--- config.mk ---
export PLATFORM = sky130hd
export DESIGN_NAME = instr_sequencer_flat
export DESIGN_NICKNAME = d
export VERILOG_FILES = /design/src/rtl/seq_pkg.sv /design/src/rtl/instr_sequencer_if.sv /design/src/rtl/instr_decode.sv /design/src/rtl/instr_sequencer.sv /design/src/flat_wrapper.sv
export SDC_FILE = /design/constraint.sdc
export NUM_CORES = 1
export LEC_CHECK = 0
export BUFFER_PORTS_ARGS = -buffer_cell sky130_fd_sc_hd__buf_2
export CORE_ASPECT_RATIO = 1.2
export CORE_MARGIN = 8
export CORE_UTILIZATION = 35
export DETAILED_ROUTE_END_ITERATION = 16
export GPL_TIMING_DRIVEN = 1
export PLACE_DENSITY = 0.62
export SYNTH_ARGS = -nofsm -noshare
export SYNTH_HDL_FRONTEND = slang
export SYNTH_SLANG_ARGS = --single-unit
--- constraint.sdc ---
create_clock -name clk_pi -period 1.3 [get_ports clk_pi]
set_input_delay 0.195 -clock clk_pi [delete_from_list [all_inputs] [get_ports clk_pi]]
set_output_delay 0.195 -clock clk_pi [all_outputs]
set_load 0.1 [all_outputs]
--- src/rtl/seq_pkg.sv ---
// Shared definitions for the instruction sequencer: opcodes, FSM states
// and the bit positions of the instruction fields.
package seq_pkg;

  // Opcodes carried in instr[15:12]
  localparam logic [3:0] OP_NOP   = 4'h0;
  localparam logic [3:0] OP_ADD   = 4'h1;
  localparam logic [3:0] OP_ADDC  = 4'h2;
  localparam logic [3:0] OP_SUB   = 4'h3;
  localparam logic [3:0] OP_SUBB  = 4'h4;
  localparam logic [3:0] OP_AND   = 4'h5;
  localparam logic [3:0] OP_OR    = 4'h6;
  localparam logic [3:0] OP_XOR   = 4'h7;
  localparam logic [3:0] OP_NOT   = 4'h8;
  localparam logic [3:0] OP_SHL   = 4'h9;
  localparam logic [3:0] OP_SHR   = 4'hA;
  localparam logic [3:0] OP_MOVIL = 4'hB;
  localparam logic [3:0] OP_MOVIH = 4'hC;
  localparam logic [3:0] OP_LOAD  = 4'hD;
  localparam logic [3:0] OP_STORE = 4'hE;
  localparam logic [3:0] OP_HALT  = 4'hF;

  // Sequencer states, 3-bit encoding
  typedef enum logic [2:0] {
    ST_FETCH  = 3'd0,
    ST_DECODE = 3'd1,
    ST_EXEC   = 3'd2,
    ST_MEM    = 3'd3,
    ST_WB     = 3'd4,
    ST_HALT   = 3'd5
  } state_t;

  // Instruction field positions
  localparam int OP_MSB  = 15;
  localparam int OP_LSB  = 12;
  localparam int RD_MSB  = 11;
  localparam int RD_LSB  = 9;
  localparam int RS1_MSB = 8;
  localparam int RS1_LSB = 6;
  localparam int RS2_MSB = 5;
  localparam int RS2_LSB = 3;
  localparam int IMM_MSB = 7;
  localparam int IMM_LSB = 0;

  // Opcodes ADD..LOAD write a destination register; NOP/STORE/HALT do not
  function automatic logic writes_reg(input logic [3:0] op);
    return (op >= OP_ADD) && (op <= OP_LOAD);
  endfunction

endpackage

--- src/rtl/instr_sequencer_if.sv ---
// Memory handshakes and register-file control bundle of the sequencer.
// master = sequencer side, slave = memories / register file side.
interface instr_sequencer_if #(
  parameter int PC_WIDTH = 8
);
  logic                imem_ack_pi;
  logic [15:0]         imem_data_pi;
  logic                dmem_ack_pi;
  logic                imem_req_po;
  logic [PC_WIDTH-1:0] imem_addr_po;
  logic                dmem_req_po;
  logic                dmem_we_po;
  logic [2:0]          source_reg1_po;
  logic [2:0]          source_reg2_po;
  logic [2:0]          destination_reg_po;
  logic                wr_destination_reg_po;
  logic                movi_lower_po;
  logic                movi_higher_po;
  logic [7:0]          immediate_po;
  logic [3:0]          alu_func_po;
  logic                load_sel_po;
  logic                clk_en_po;
  logic                halted_po;

  modport master (
    input  imem_ack_pi, imem_data_pi, dmem_ack_pi,
    output imem_req_po, imem_addr_po, dmem_req_po, dmem_we_po,
           source_reg1_po, source_reg2_po, destination_reg_po,
           wr_destination_reg_po, movi_lower_po, movi_higher_po,
           immediate_po, alu_func_po, load_sel_po, clk_en_po, halted_po
  );

  modport slave (
    output imem_ack_pi, imem_data_pi, dmem_ack_pi,
    input  imem_req_po, imem_addr_po, dmem_req_po, dmem_we_po,
           source_reg1_po, source_reg2_po, destination_reg_po,
           wr_destination_reg_po, movi_lower_po, movi_higher_po,
           immediate_po, alu_func_po, load_sel_po, clk_en_po, halted_po
  );

endinterface

--- src/rtl/instr_decode.sv ---
// Combinational decode of the instruction register into register-file
// and ALU controls. Driven from the IR, so outputs only move when a new
// instruction is latched.
module instr_decode
  import seq_pkg::*;
(
  input  logic [15:0] ir,
  output logic [2:0]  src1,
  output logic [2:0]  src2,
  output logic [2:0]  dest,
  output logic        wr,
  output logic        movi_lower,
  output logic        movi_higher,
  output logic        load_sel,
  output logic [7:0]  imm,
  output logic [3:0]  alu_func
);

  // Field extraction and opcode classification
  always_comb begin
    src1        = ir[RS1_MSB:RS1_LSB];
    src2        = ir[RS2_MSB:RS2_LSB];
    dest        = ir[RD_MSB:RD_LSB];
    imm         = ir[IMM_MSB:IMM_LSB];
    alu_func    = ir[OP_MSB:OP_LSB];
    wr          = writes_reg(ir[OP_MSB:OP_LSB]);
    movi_lower  = (ir[OP_MSB:OP_LSB] == OP_MOVIL);
    movi_higher = (ir[OP_MSB:OP_LSB] == OP_MOVIH);
    load_sel    = (ir[OP_MSB:OP_LSB] == OP_LOAD);
  end

endmodule

--- src/rtl/instr_sequencer.sv ---
// Fetch/decode/control sequencer feeding the 8x16 register file.
// Holds PC and IR, runs FETCH-DECODE-EXEC-[MEM]-WB and pulses clk_en_po
// once per committed instruction.
module instr_sequencer
  import seq_pkg::*;
#(
  parameter int                  PC_WIDTH = 8,
  parameter logic [PC_WIDTH-1:0] RESET_PC = '0
) (
  input  logic               clk_pi,
  input  logic               reset_pi,
  instr_sequencer_if.master  seq_bus
);

  state_t              state_reg;
  logic [PC_WIDTH-1:0] pc_reg;
  logic [15:0]         ir_reg;
  logic                imem_req_reg;
  logic                dmem_req_reg;
  logic                dmem_we_reg;
  logic                clk_en_reg;
  logic                halted_reg;
  logic [3:0]          op;

  logic [2:0] dec_src1;
  logic [2:0] dec_src2;
  logic [2:0] dec_dest;
  logic       dec_wr;
  logic       dec_movi_lower;
  logic       dec_movi_higher;
  logic       dec_load_sel;
  logic [7:0] dec_imm;
  logic [3:0] dec_alu_func;

  assign op = ir_reg[OP_MSB:OP_LSB];

  instr_decode u_decode (
    .ir          (ir_reg),
    .src1        (dec_src1),
    .src2        (dec_src2),
    .dest        (dec_dest),
    .wr          (dec_wr),
    .movi_lower  (dec_movi_lower),
    .movi_higher (dec_movi_higher),
    .load_sel    (dec_load_sel),
    .imm         (dec_imm),
    .alu_func    (dec_alu_func)
  );

  // Sequencer FSM; every handshake output is a register set on the
  // transition into the state that owns it. Reset beats any ack.
  always_ff @(posedge clk_pi) begin
    if (reset_pi) begin
      state_reg    <= ST_FETCH;
      pc_reg       <= RESET_PC;
      ir_reg       <= '0;
      imem_req_reg <= 1'b0;
      dmem_req_reg <= 1'b0;
      dmem_we_reg  <= 1'b0;
      clk_en_reg   <= 1'b0;
      halted_reg   <= 1'b0;
    end else begin
      clk_en_reg <= 1'b0;
      case (state_reg)
        ST_FETCH: begin
          // An ack only counts while our request is visible
          if (imem_req_reg && seq_bus.imem_ack_pi) begin
            ir_reg       <= seq_bus.imem_data_pi;
            imem_req_reg <= 1'b0;
            state_reg    <= ST_DECODE;
          end else begin
            imem_req_reg <= 1'b1;
          end
        end
        ST_DECODE: state_reg <= ST_EXEC;
        ST_EXEC: begin
          if (op == OP_LOAD || op == OP_STORE) begin
            dmem_req_reg <= 1'b1;
            dmem_we_reg  <= (op == OP_STORE);
            state_reg    <= ST_MEM;
          end else if (op == OP_HALT) begin
            halted_reg <= 1'b1;
            state_reg  <= ST_HALT;
          end else begin
            clk_en_reg <= 1'b1;
            state_reg  <= ST_WB;
          end
        end
        ST_MEM: begin
          if (dmem_req_reg && seq_bus.dmem_ack_pi) begin
            dmem_req_reg <= 1'b0;
            dmem_we_reg  <= 1'b0;
            clk_en_reg   <= 1'b1;
            state_reg    <= ST_WB;
          end
        end
        ST_WB: begin
          // PC wraps naturally at its width; request the next fetch now
          // so a zero-wait memory gives a 4-cycle instruction.
          pc_reg       <= pc_reg + 1'b1;
          imem_req_reg <= 1'b1;
          state_reg    <= ST_FETCH;
        end
        ST_HALT: state_reg <= ST_HALT;
        default: state_reg <= ST_FETCH;
      endcase
    end
  end

  assign seq_bus.imem_req_po           = imem_req_reg;
  assign seq_bus.imem_addr_po          = pc_reg;
  assign seq_bus.dmem_req_po           = dmem_req_reg;
  assign seq_bus.dmem_we_po            = dmem_we_reg;
  assign seq_bus.clk_en_po             = clk_en_reg;
  assign seq_bus.halted_po             = halted_reg;
  assign seq_bus.source_reg1_po        = dec_src1;
  assign seq_bus.source_reg2_po        = dec_src2;
  assign seq_bus.destination_reg_po    = dec_dest;
  assign seq_bus.wr_destination_reg_po = dec_wr;
  assign seq_bus.movi_lower_po         = dec_movi_lower;
  assign seq_bus.movi_higher_po        = dec_movi_higher;
  assign seq_bus.load_sel_po           = dec_load_sel;
  assign seq_bus.immediate_po          = dec_imm;
  assign seq_bus.alu_func_po           = dec_alu_func;

endmodule

--- src/flat_wrapper.sv ---
// flat-port wrapper written by rule: the top's interface ports become plain ports
module instr_sequencer_flat import seq_pkg::*;
#(
  parameter int                  PC_WIDTH = 8,
  parameter logic [PC_WIDTH-1:0] RESET_PC = '0
)
  (clk_pi, reset_pi, seq_bus_imem_ack_pi, seq_bus_imem_data_pi, seq_bus_dmem_ack_pi, seq_bus_imem_req_po, seq_bus_imem_addr_po, seq_bus_dmem_req_po, seq_bus_dmem_we_po, seq_bus_source_reg1_po, seq_bus_source_reg2_po, seq_bus_destination_reg_po, seq_bus_wr_destination_reg_po, seq_bus_movi_lower_po, seq_bus_movi_higher_po, seq_bus_immediate_po, seq_bus_alu_func_po, seq_bus_load_sel_po, seq_bus_clk_en_po, seq_bus_halted_po);
  instr_sequencer_if #(.PC_WIDTH(PC_WIDTH)) seq_bus_i ();
  input  logic clk_pi;
  input  logic reset_pi;
  input wire logic [$bits(seq_bus_i.imem_ack_pi)-1:0] seq_bus_imem_ack_pi;
  input wire logic [$bits(seq_bus_i.imem_data_pi)-1:0] seq_bus_imem_data_pi;
  input wire logic [$bits(seq_bus_i.dmem_ack_pi)-1:0] seq_bus_dmem_ack_pi;
  output wire logic [$bits(seq_bus_i.imem_req_po)-1:0] seq_bus_imem_req_po;
  output wire logic [$bits(seq_bus_i.imem_addr_po)-1:0] seq_bus_imem_addr_po;
  output wire logic [$bits(seq_bus_i.dmem_req_po)-1:0] seq_bus_dmem_req_po;
  output wire logic [$bits(seq_bus_i.dmem_we_po)-1:0] seq_bus_dmem_we_po;
  output wire logic [$bits(seq_bus_i.source_reg1_po)-1:0] seq_bus_source_reg1_po;
  output wire logic [$bits(seq_bus_i.source_reg2_po)-1:0] seq_bus_source_reg2_po;
  output wire logic [$bits(seq_bus_i.destination_reg_po)-1:0] seq_bus_destination_reg_po;
  output wire logic [$bits(seq_bus_i.wr_destination_reg_po)-1:0] seq_bus_wr_destination_reg_po;
  output wire logic [$bits(seq_bus_i.movi_lower_po)-1:0] seq_bus_movi_lower_po;
  output wire logic [$bits(seq_bus_i.movi_higher_po)-1:0] seq_bus_movi_higher_po;
  output wire logic [$bits(seq_bus_i.immediate_po)-1:0] seq_bus_immediate_po;
  output wire logic [$bits(seq_bus_i.alu_func_po)-1:0] seq_bus_alu_func_po;
  output wire logic [$bits(seq_bus_i.load_sel_po)-1:0] seq_bus_load_sel_po;
  output wire logic [$bits(seq_bus_i.clk_en_po)-1:0] seq_bus_clk_en_po;
  output wire logic [$bits(seq_bus_i.halted_po)-1:0] seq_bus_halted_po;
  assign seq_bus_i.imem_ack_pi = seq_bus_imem_ack_pi;
  assign seq_bus_i.imem_data_pi = seq_bus_imem_data_pi;
  assign seq_bus_i.dmem_ack_pi = seq_bus_dmem_ack_pi;
  assign seq_bus_imem_req_po = seq_bus_i.imem_req_po;
  assign seq_bus_imem_addr_po = seq_bus_i.imem_addr_po;
  assign seq_bus_dmem_req_po = seq_bus_i.dmem_req_po;
  assign seq_bus_dmem_we_po = seq_bus_i.dmem_we_po;
  assign seq_bus_source_reg1_po = seq_bus_i.source_reg1_po;
  assign seq_bus_source_reg2_po = seq_bus_i.source_reg2_po;
  assign seq_bus_destination_reg_po = seq_bus_i.destination_reg_po;
  assign seq_bus_wr_destination_reg_po = seq_bus_i.wr_destination_reg_po;
  assign seq_bus_movi_lower_po = seq_bus_i.movi_lower_po;
  assign seq_bus_movi_higher_po = seq_bus_i.movi_higher_po;
  assign seq_bus_immediate_po = seq_bus_i.immediate_po;
  assign seq_bus_alu_func_po = seq_bus_i.alu_func_po;
  assign seq_bus_load_sel_po = seq_bus_i.load_sel_po;
  assign seq_bus_clk_en_po = seq_bus_i.clk_en_po;
  assign seq_bus_halted_po = seq_bus_i.halted_po;
  instr_sequencer #(.PC_WIDTH(PC_WIDTH), .RESET_PC(RESET_PC)) u_core (.clk_pi(clk_pi), .reset_pi(reset_pi), .seq_bus(seq_bus_i));
endmodule
* Word-level counts from Yosys, hierarchy flattened
Index checks and enable logic that the tools add are counted.
** Operators by class
- Order comparisons :: 2
- $add $sub $neg :: 1
- Reductions and logical operators :: 11
- Bitwise operators :: 1
- Muxes and demuxes :: 16
- Eq/ne operators :: 13
** Operators with widths (number)
- 4-bit == test (second input constant) :: 5
- 3-bit case mux with 5 select lines :: 1
- 3-bit two-way mux :: 3
- 8-bit by 1-bit adder with 8-bit output (second input constant) :: 1
- 1-bit two-way mux :: 8
- 1-bit case mux with 2 select lines :: 4
- 3-bit by 2-bit == test with 1-bit output (second input constant) :: 2
- 3-bit == test (second input constant) :: 2
- 2-bit by 1-bit inequality test with 1-bit output (second input constant) :: 3
- 3-bit AND reduction :: 2
- 4-bit by 1-bit >= comparator with 1-bit output (second input constant) :: 1
- 4-bit <= comparator (second input constant) :: 1
- 2-bit AND reduction :: 2
- 2-bit nonzero test :: 2
- 3-bit by 1-bit == test with 1-bit output (second input constant) :: 1
- 1-bit logical AND :: 3
- 3-bit logical NOT :: 1
- 1-bit logical OR :: 1
- 1-bit NOT :: 1
** Storage, ports and cells
- Register bits after elaboration :: 32
- Word-level logic and storage cells :: 52

* Logic depth before layout (Yosys ltp)
Gate-level depths: netlist of the first run.
- Word-level depth :: 4
- Mapped depth :: 6

* Hierarchy
From an unflattened synthesis of the first run, not the netlist that was laid out.
** Second synthesis, totals
- Cells, all modules :: 190
- Area, all modules :: 1584.0 sq um
** By module, submodules not included
- instr_sequencer :: area an instance 1381.3 sq um, cells each 163, instances 1
- instr_decode :: area an instance 202.7 sq um, cells each 27, instances 1

* Worst setup path after synthesis of the first run
OpenSTA, ideal clock, no wires.
- Kind :: register to output
- Start point :: reg u_core.ir_reg[15]
- End point :: out seq_bus_movi_higher_po
- Path buffers :: 0
- Arrival :: 3.288 ns
- Stages on the path, launching flop included :: 3
- Slack :: -2.183 ns
- Cell sequence :: dfxtp_1 > nand2_1 > nor3_1
** Between the ends
- Word-level cells in the longest chain between the ends :: 1
** Ends and longest elaborated chain
- from (decl) :: line instr_sequencer.sv:17 : logic [15:0] ir_reg;
- from (signal assigned) :: line instr_sequencer.sv:68 : ir_reg <= seq_bus.imem_data_pi;
- 4-bit == test :: line instr_decode.sv:28 : movi_higher = (ir[OP_MSB:OP_LSB] == OP_MOVIH);
- to (decl) :: line flat_wrapper.sv:23 : output wire logic [$bits(seq_bus_i.movi_higher_po)-1:0] seq_bus_movi_higher_po;
Every way passes these cells.

* Worst setup path after layout of the first run
- Start point :: reg u_core.ir_reg[15]
- End point :: out seq_bus_load_sel_po
** Between the ends
- Word-level cells in the longest chain between the ends :: 1
** Ends and longest elaborated chain
- 4-bit == test :: line instr_decode.sv:29 : load_sel = (ir[OP_MSB:OP_LSB] == OP_LOAD);
- to (decl) :: line flat_wrapper.sv:26 : output wire logic [$bits(seq_bus_i.load_sel_po)-1:0] seq_bus_load_sel_po;
Every way passes these cells.

==> results by group, run 1 <==
Run status
  • Outcome: complete, but fails checks
  • Failing checks: setup timing

Hold path
  • Worst min path class: in -> reg

Worst setup path
  • Worst EP arrival: 1.26 ns
  • Critical setup path kind: reg -> out
  • Crit start category: flop
  • Worst-path maximum fanout: 5
  • Element type at the critical path end: primary output
  • R2R setup slack: -0.13 ns
  • Critical Path RT: 1.11 ns

Timing
  • Final worst slack: -0.151 ns
  • Final setup violating endpoints: 11
  • Headroom to the max-slew limit: 67.3%
  • Final hold vios: 0
  • Slew Limit Fails: 0
  • Fin Setup TNS: -1.07 ns
  • Max Freq: 689 MHz
  • RSZ-0062 raised after global routing: yes
  • Final period util: 112%
  • Fin Clk Skew: 0.00347 ns
  • Min Tclk post-route: 1.45 ns
  • Worst slew pin tran: 0.494 ns

Place
  • Post-Place Cells: 290
  • Hpwl dp: 3170 microns
  • GPL Wtd Cong: 0.790
  • Port Buffer Count: 57

Die
  • Total die area: 6560 sq um
  • # IOs: 58
  • Core footprint: 4160 sq um
  • Initial core utilization: 35.4%
  • Die height: 87.1 microns
  • Row count: 26
  • Die width: 75.3 microns

Global routing
  • Busiest metal layer after global routing: met2
  • Largest net degree at the start of global routing: 18
  • Vias in the first global route: 1583
  • Met2 usage: 24.3%
  • Global-route wire length before repair: 7340 microns
  • Initial antenna violation count: 0
  • GR Layer Usage met1: 15.8%
  • M3 GR Usage: 5.07%
  • GRT Overall Usage: 14.1%
  • GRT overflow: 0

Yosys
  • Mean Syn Cell Area: 8.33 sq um
  • Area fraction of the dominant cell type after synthesis: 43.4%
  • Async SR Flop Fraction: 0%
  • Post-synthesis cell count: 177
  • Area leader, netlist: dfxtp_1
  • Commonest cells post-synth: dfxtp_1 (32), a21oi_1 (24), nand3_1 (23)
  • Post-synthesis adder-cell area fraction: 0.848%
  • Synth Area in XOR/XNOR: 1.78%
  • Synthesized area: 1480 sq um
  • Sequential fraction of the synthesis area: 43.4%
  • Main synth FF type: dfxtp_1
  • Main combinational cell family by area after synthesis: compound AO/OA/AOI/OAI gates
  • Mux cell area share after synthesis: 0%
  • Number of flops mapped to enable cells by yosys: 0
  • Syn Nets: 198
  • Simple-gate area share of the yosys netlist: 21.6%
  • Top-count cell post-synth: dfxtp_1
  • Compound-Gate Fraction of Synth Area: 23.5%
  • Yosys cell types: 38
  • Yosys warnings: 0
  • Ranking of synthesized cells by area: dfxtp_1 (43%), a21oi_1 (8.1%), nand3_1 (7.8%)
  • Seq cells post-synth: 32

Run
  • Maxcap violations: 0

Drt
  • Via count: 1564
  • DR pass1 iterations: 4
  • Antenna viol nets, final: 0
  • # DRC: 0
  • Vias per inst: 5.11
  • Post-Route WL: 4330 microns
  • Iter 0 DRT Violations: 55
  • WL/cell: 14.2 microns

Clocking
  • CTS root buffer: clkbuf_8
  • Total CTS buffers: 5
  • Later-pin clock latency in the skew report: 0.28 ns
  • Htree depth: 2
  • Hold_buf cts: 0
  • Clock-pin slew on the worst setup and hold paths: 0.07 ns
  • CTS max path bufs: 2
  • CTS tree: built
  • # clock sinks: 32

Power and ir drop
  • Pleak: 1.04 nW
  • Max VDD drop: 0.985 mV
  • Pwr dens: 1620 nW/um^2

Cells and area
  • Area Overhead vs Synth: 70.0%
  • Max reg flops: 16
  • Share of layout cells above drive strength 1: 59.2%
  • # diodes: 0
  • Final net count: 270
  • Final cell count without fillers: 306
worst max-delay path, stage by stage (launching register included):
cell and delay (ns):
dfxtp_4 0.40, buf_12 0.12, nand4b_1 0.15, clkinvlp_4 0.13
buf_12 0.17
cell type report:
class,count,area [sq um]
Timing Repair Buffer,85,743
Multi-Input combinational cell,121,848
Fill cell,386,1660
Tap cell,56,70.1
Sequential cell,32,706
Inverter,4,18.8
Clock buffer,8,121
final timing paths:
kind	from	endpoint	depth (start not counted)
setup / recovery	u_core.ir_reg[15]	seq_bus_load_sel_po	4
hold / removal	seq_bus_imem_data_pi[8]	u_core.ir_reg[8]	3
setup reg to reg	u_core.state_reg[1]	u_core.seq_bus.imem_addr_po[5]	3
hold reg to reg	u_core.ir_reg[10]	u_core.ir_reg[10]	2
routing by layer:
layer	vias to the layer above	wire, microns
met5	-	0
li1	781	-
met4	0	35
met1	741	1830
met2	38	2250
met3	4	220
power breakdown:
part	switching, mW	internal (mW)	total [mW]
Combinational	1.32	0.620	1.94
Clock	0.368	0.599	0.967
Sequential	0.0800	1.08	1.16
Total	1.76	2.30	4.07
cells in the final DEF, fill, tap and decap left out, drive strengths merged, types with 2 or more instances in the layout:
master  instances
and3b           2
or2             2
or3             3
nand2           5
nand4           2
buf            83
or4             3
xor2            3
inv             3
o31ai           3
o211a           2
clkbuf         10
nand3b          2
nor2            7
o21ai          21
nand3          23
a21oi          24
a31oi           2
nand2b          2
dfxtp          32
what timing repair did:
item | CTS | global route
hold endpoints to repair | 0 | 0
buffers inserted | 6 | 3
setup endpoints to repair | 14 | 15
resized for setup | 12 | 21
pin swaps | 1 | 6
through the flow:
stage / instance area [sq um] / power (mW) / utilization, % / worst slack (ns) / hold WS (ns)
4_1_cts: 2410 / 4.06 / 58.0 / -0.174 / 0.147
6_report: 2510 / 4.07 / 60.2 / -0.151 / 0.153
3_3_place_gp: 2200 / 2.96 / 52.9 / -0.0719 / 0.441
3_5_place_dp: 2200 / 2.97 / 52.9 / -0.111 / 0.446
2_1_floorplan: 1640 / 2.54 / - / -0.357 / 0.332
5_1_grt: 2510 / 4.27 / 60.2 / -0.210 / 0.150
kinds of logic after synthesis:
family	Yosys count
AO/OA/AOI/OAI	60
AND/OR/NAND/NOR	57
flip-flops	32
buffers and inverters	24
XOR/XNOR	3
adder cells (fa/ha/maj)	1
No activity file was read; power rests on OpenSTA's default activity.
==> inputs of run 2 (changes only) <==
Settings changed: PLACE_DENSITY 0.62 to default.
==> run 2 against run 1 <==
The flow still finishes with violations (setup timing). Flip-flop and latch count stayed put. Count of clock-buffer cells in the layout decreased by 2. Setup slack got worse by 0.0065 ns. Largest cell class unchanged. Die area stayed put. Register-to-register slack improved by 0.03 ns. Clock skew increased by 0.0052 ns. Final area shrank 2.5%. Core utilization shrank 1.5 points.
==> results by group, run 2 (same netlist as run 1, synthesis figures left out) <==
Run status
  • Outcome: complete, but fails checks
  • Failing checks: setup timing

Die
  • Row count: 26 (unchanged)
  • Initial core utilization: 35.4% (unchanged)
  • Die width: 75.3 microns (unchanged)
  • Total die area: 6560 sq um (unchanged)
  • # IOs: 58 (unchanged)
  • Core footprint: 4160 sq um (unchanged)
  • Die height: 87.1 microns (unchanged)

Timing
  • Final worst slack: -0.157 ns (-0.00654 ns)
  • RSZ-0062 raised after global routing: yes
  • Slew Limit Fails: 0 (unchanged)
  • Min Tclk post-route: 1.46 ns (+0.00655 ns)
  • Headroom to the max-slew limit: 67.1% (-0.15 points)
  • Final hold vios: 0 (unchanged)
  • Fin Clk Skew: 0.00863 ns (+0.00516 ns)
  • Final setup violating endpoints: 11 (unchanged)
  • Final period util: 112% (+0.50 points)
  • Fin Setup TNS: -0.984 ns (+0.0823 ns)
  • Worst slew pin tran: 0.497 ns (+0.00228 ns)
  • Max Freq: 686 MHz (-0.45%)
  • Hold slack: 0.155 ns (+0.00153 ns)

Clocking
  • Hold_buf cts: 0 (unchanged)
  • CTS max path bufs: 2 (unchanged)
  • Total CTS buffers: 5 (unchanged)
  • CTS tree: built
  • Clock-pin slew on the worst setup and hold paths: 0.07 ns (about the same)
  • # clock sinks: 32 (unchanged)
  • CTS root buffer: clkbuf_8
  • Htree depth: 2 (unchanged)
  • Later-pin clock latency in the skew report: 0.28 ns (about the same)

Power and ir drop
  • Clock Power Share: 23.0% (-0.8 points)
  • Internal: 2.26 mW (-1.7%)
  • Sequential power share: 28.9% (+0.3 points)
  • Comb pwr share: 48.2% (+0.6 points)
  • Pwr dens: 1650 nW/um^2 (+1.7%)
  • Max VDD drop: 0.949 mV (-3.6%)
  • Pleak: 1.02 nW (-2.1%)
  • Sw Share: 43.9% (+0.51 points)
  • Net switching power: 1.77 mW (+0.35%)

Cells and area
  • Final net count: 268 (-0.74%)
  • Max reg flops: 16 (unchanged)
  • Commonest non-fill, non-tap cells in the layout: buf_2 (45), nand3_1 (22), a21oi_1 (22)
  • Most common cell after layout, fill and taps aside: buf_2
  • Filler instances: 395 (+2.3%)
  • Finished Cell Area: 2440 sq um (-2.5%)
  • Share of layout cells above drive strength 1: 56.0% (-3.2 points)
  • Area Overhead vs Synth: 65.7%
  • # diodes: 0 (unchanged)

Global routing
  • Vias in the first global route: 1643 (+3.8%)
  • GRT overflow: 0 (unchanged)
  • Initial antenna violation count: 0 (unchanged)
  • GRT Overall Usage: 13.8% (-0.33 points)
  • Global-route wire length before repair: 7160 microns (-2.5%)
  • Largest net degree at the start of global routing: 22 (+4)

Worst setup path
  • Worst EP arrival: 1.26 ns (about the same)
  • Crit start category: flop
  • Element type at the critical path end: primary output
  • Worst-path maximum fanout: 2 (-3)
  • Critical Path RT: 1.11 ns (about the same)
  • Critical setup path kind: reg -> out

Place
  • Hpwl dp: 2980 microns (-6.2%)
  • Port Buffer Count: 57 (unchanged)
  • GPL Wtd Cong: 0.762 (-3.5%)
  • Placed cell area: 2170 sq um (-1.4%)

Drt
  • # DRC: 0 (unchanged)
  • WL/cell: 13.9 microns (-1.7%)
  • Via count: 1543 (-1.3%)
  • Post-Route WL: 4230 microns (-2.4%)
  • Antenna viol nets, final: 0 (unchanged)
  • Iter 0 DRT Violations: 32 (-42%)
  • DR pass1 iterations: 4 (unchanged)
  • Vias per inst: 5.08 (-0.69%)

Hold path
  • Worst min path class: in -> reg

Run
  • Maxcap violations: 0 (unchanged)
[run 2: through the flow]
step	power (mW)	worst slack [ns]	std cells	util, %
floorplan	2.54	-0.357	177	-
global placement	2.95	-0.0596	286	52.1
detailed placement	2.95	-0.0919	286	52.1
CTS	4.03	-0.181	304	57.6
global route	4.25	-0.227	304	58.7
finish	4.03	-0.157	304	58.7
[run 2: worst paths after layout]
check                     startpoint                        endpoint  slack [ns]  cells after the start
max                u_core.ir_reg[12]   seq_bus_wr_destination_reg_po       -0.16                      4
min          seq_bus_imem_data_pi[3]                u_core.ir_reg[3]        0.16                      3
max reg2reg      u_core.state_reg[2]  u_core.seq_bus.imem_addr_po[5]       -0.10                      3
min reg2reg         u_core.ir_reg[2]                u_core.ir_reg[2]        0.46                      2
[run 2: worst max-delay path: stages (launching register included)]
cell and delay [ns]:
dfxtp_4 0.36, nor4_4 0.26, buf_4 0.15, a31oi_4 0.03, buf_12 0.17
[run 2: repair_timing]
item	4_1_cts	5_1_grt
gates resized for setup	12	25
setup endpoints to repair	19	25
pin swaps	2	4
buffers inserted	9	0
cloned	1	1
[run 2: final cells by class]
type	count	area [sq um]	area share, %
clock buffers	6	72.6	2.97
clock inverters	2	35.0	1.43
inverters	4	18.8	0.768
multi-input cells	121	817	33.4
flip-flops and latches	32	707	28.9
well taps	56	70.1	2.87
repair buffers	83	724	29.6
[run 2: power groups by stage]
stage               Combinational [mW]  Clock, mW  Sequential [mW]
floorplan                        0.821          0             1.72
detailed placement                1.78          0             1.17
CTS                               1.91      0.960             1.16
finish                            1.94      0.927             1.16
global placement                  1.78          0             1.17
global route                      2.06       1.01             1.18
[run 2: layer usage]
metal / share of wire, % / track usage [%]
met1: 41 / 14.8
met2: 52 / 23.3
met3: 6.8 / 4.72
met4: 0.69 / 6.48
met5: 0 / 0
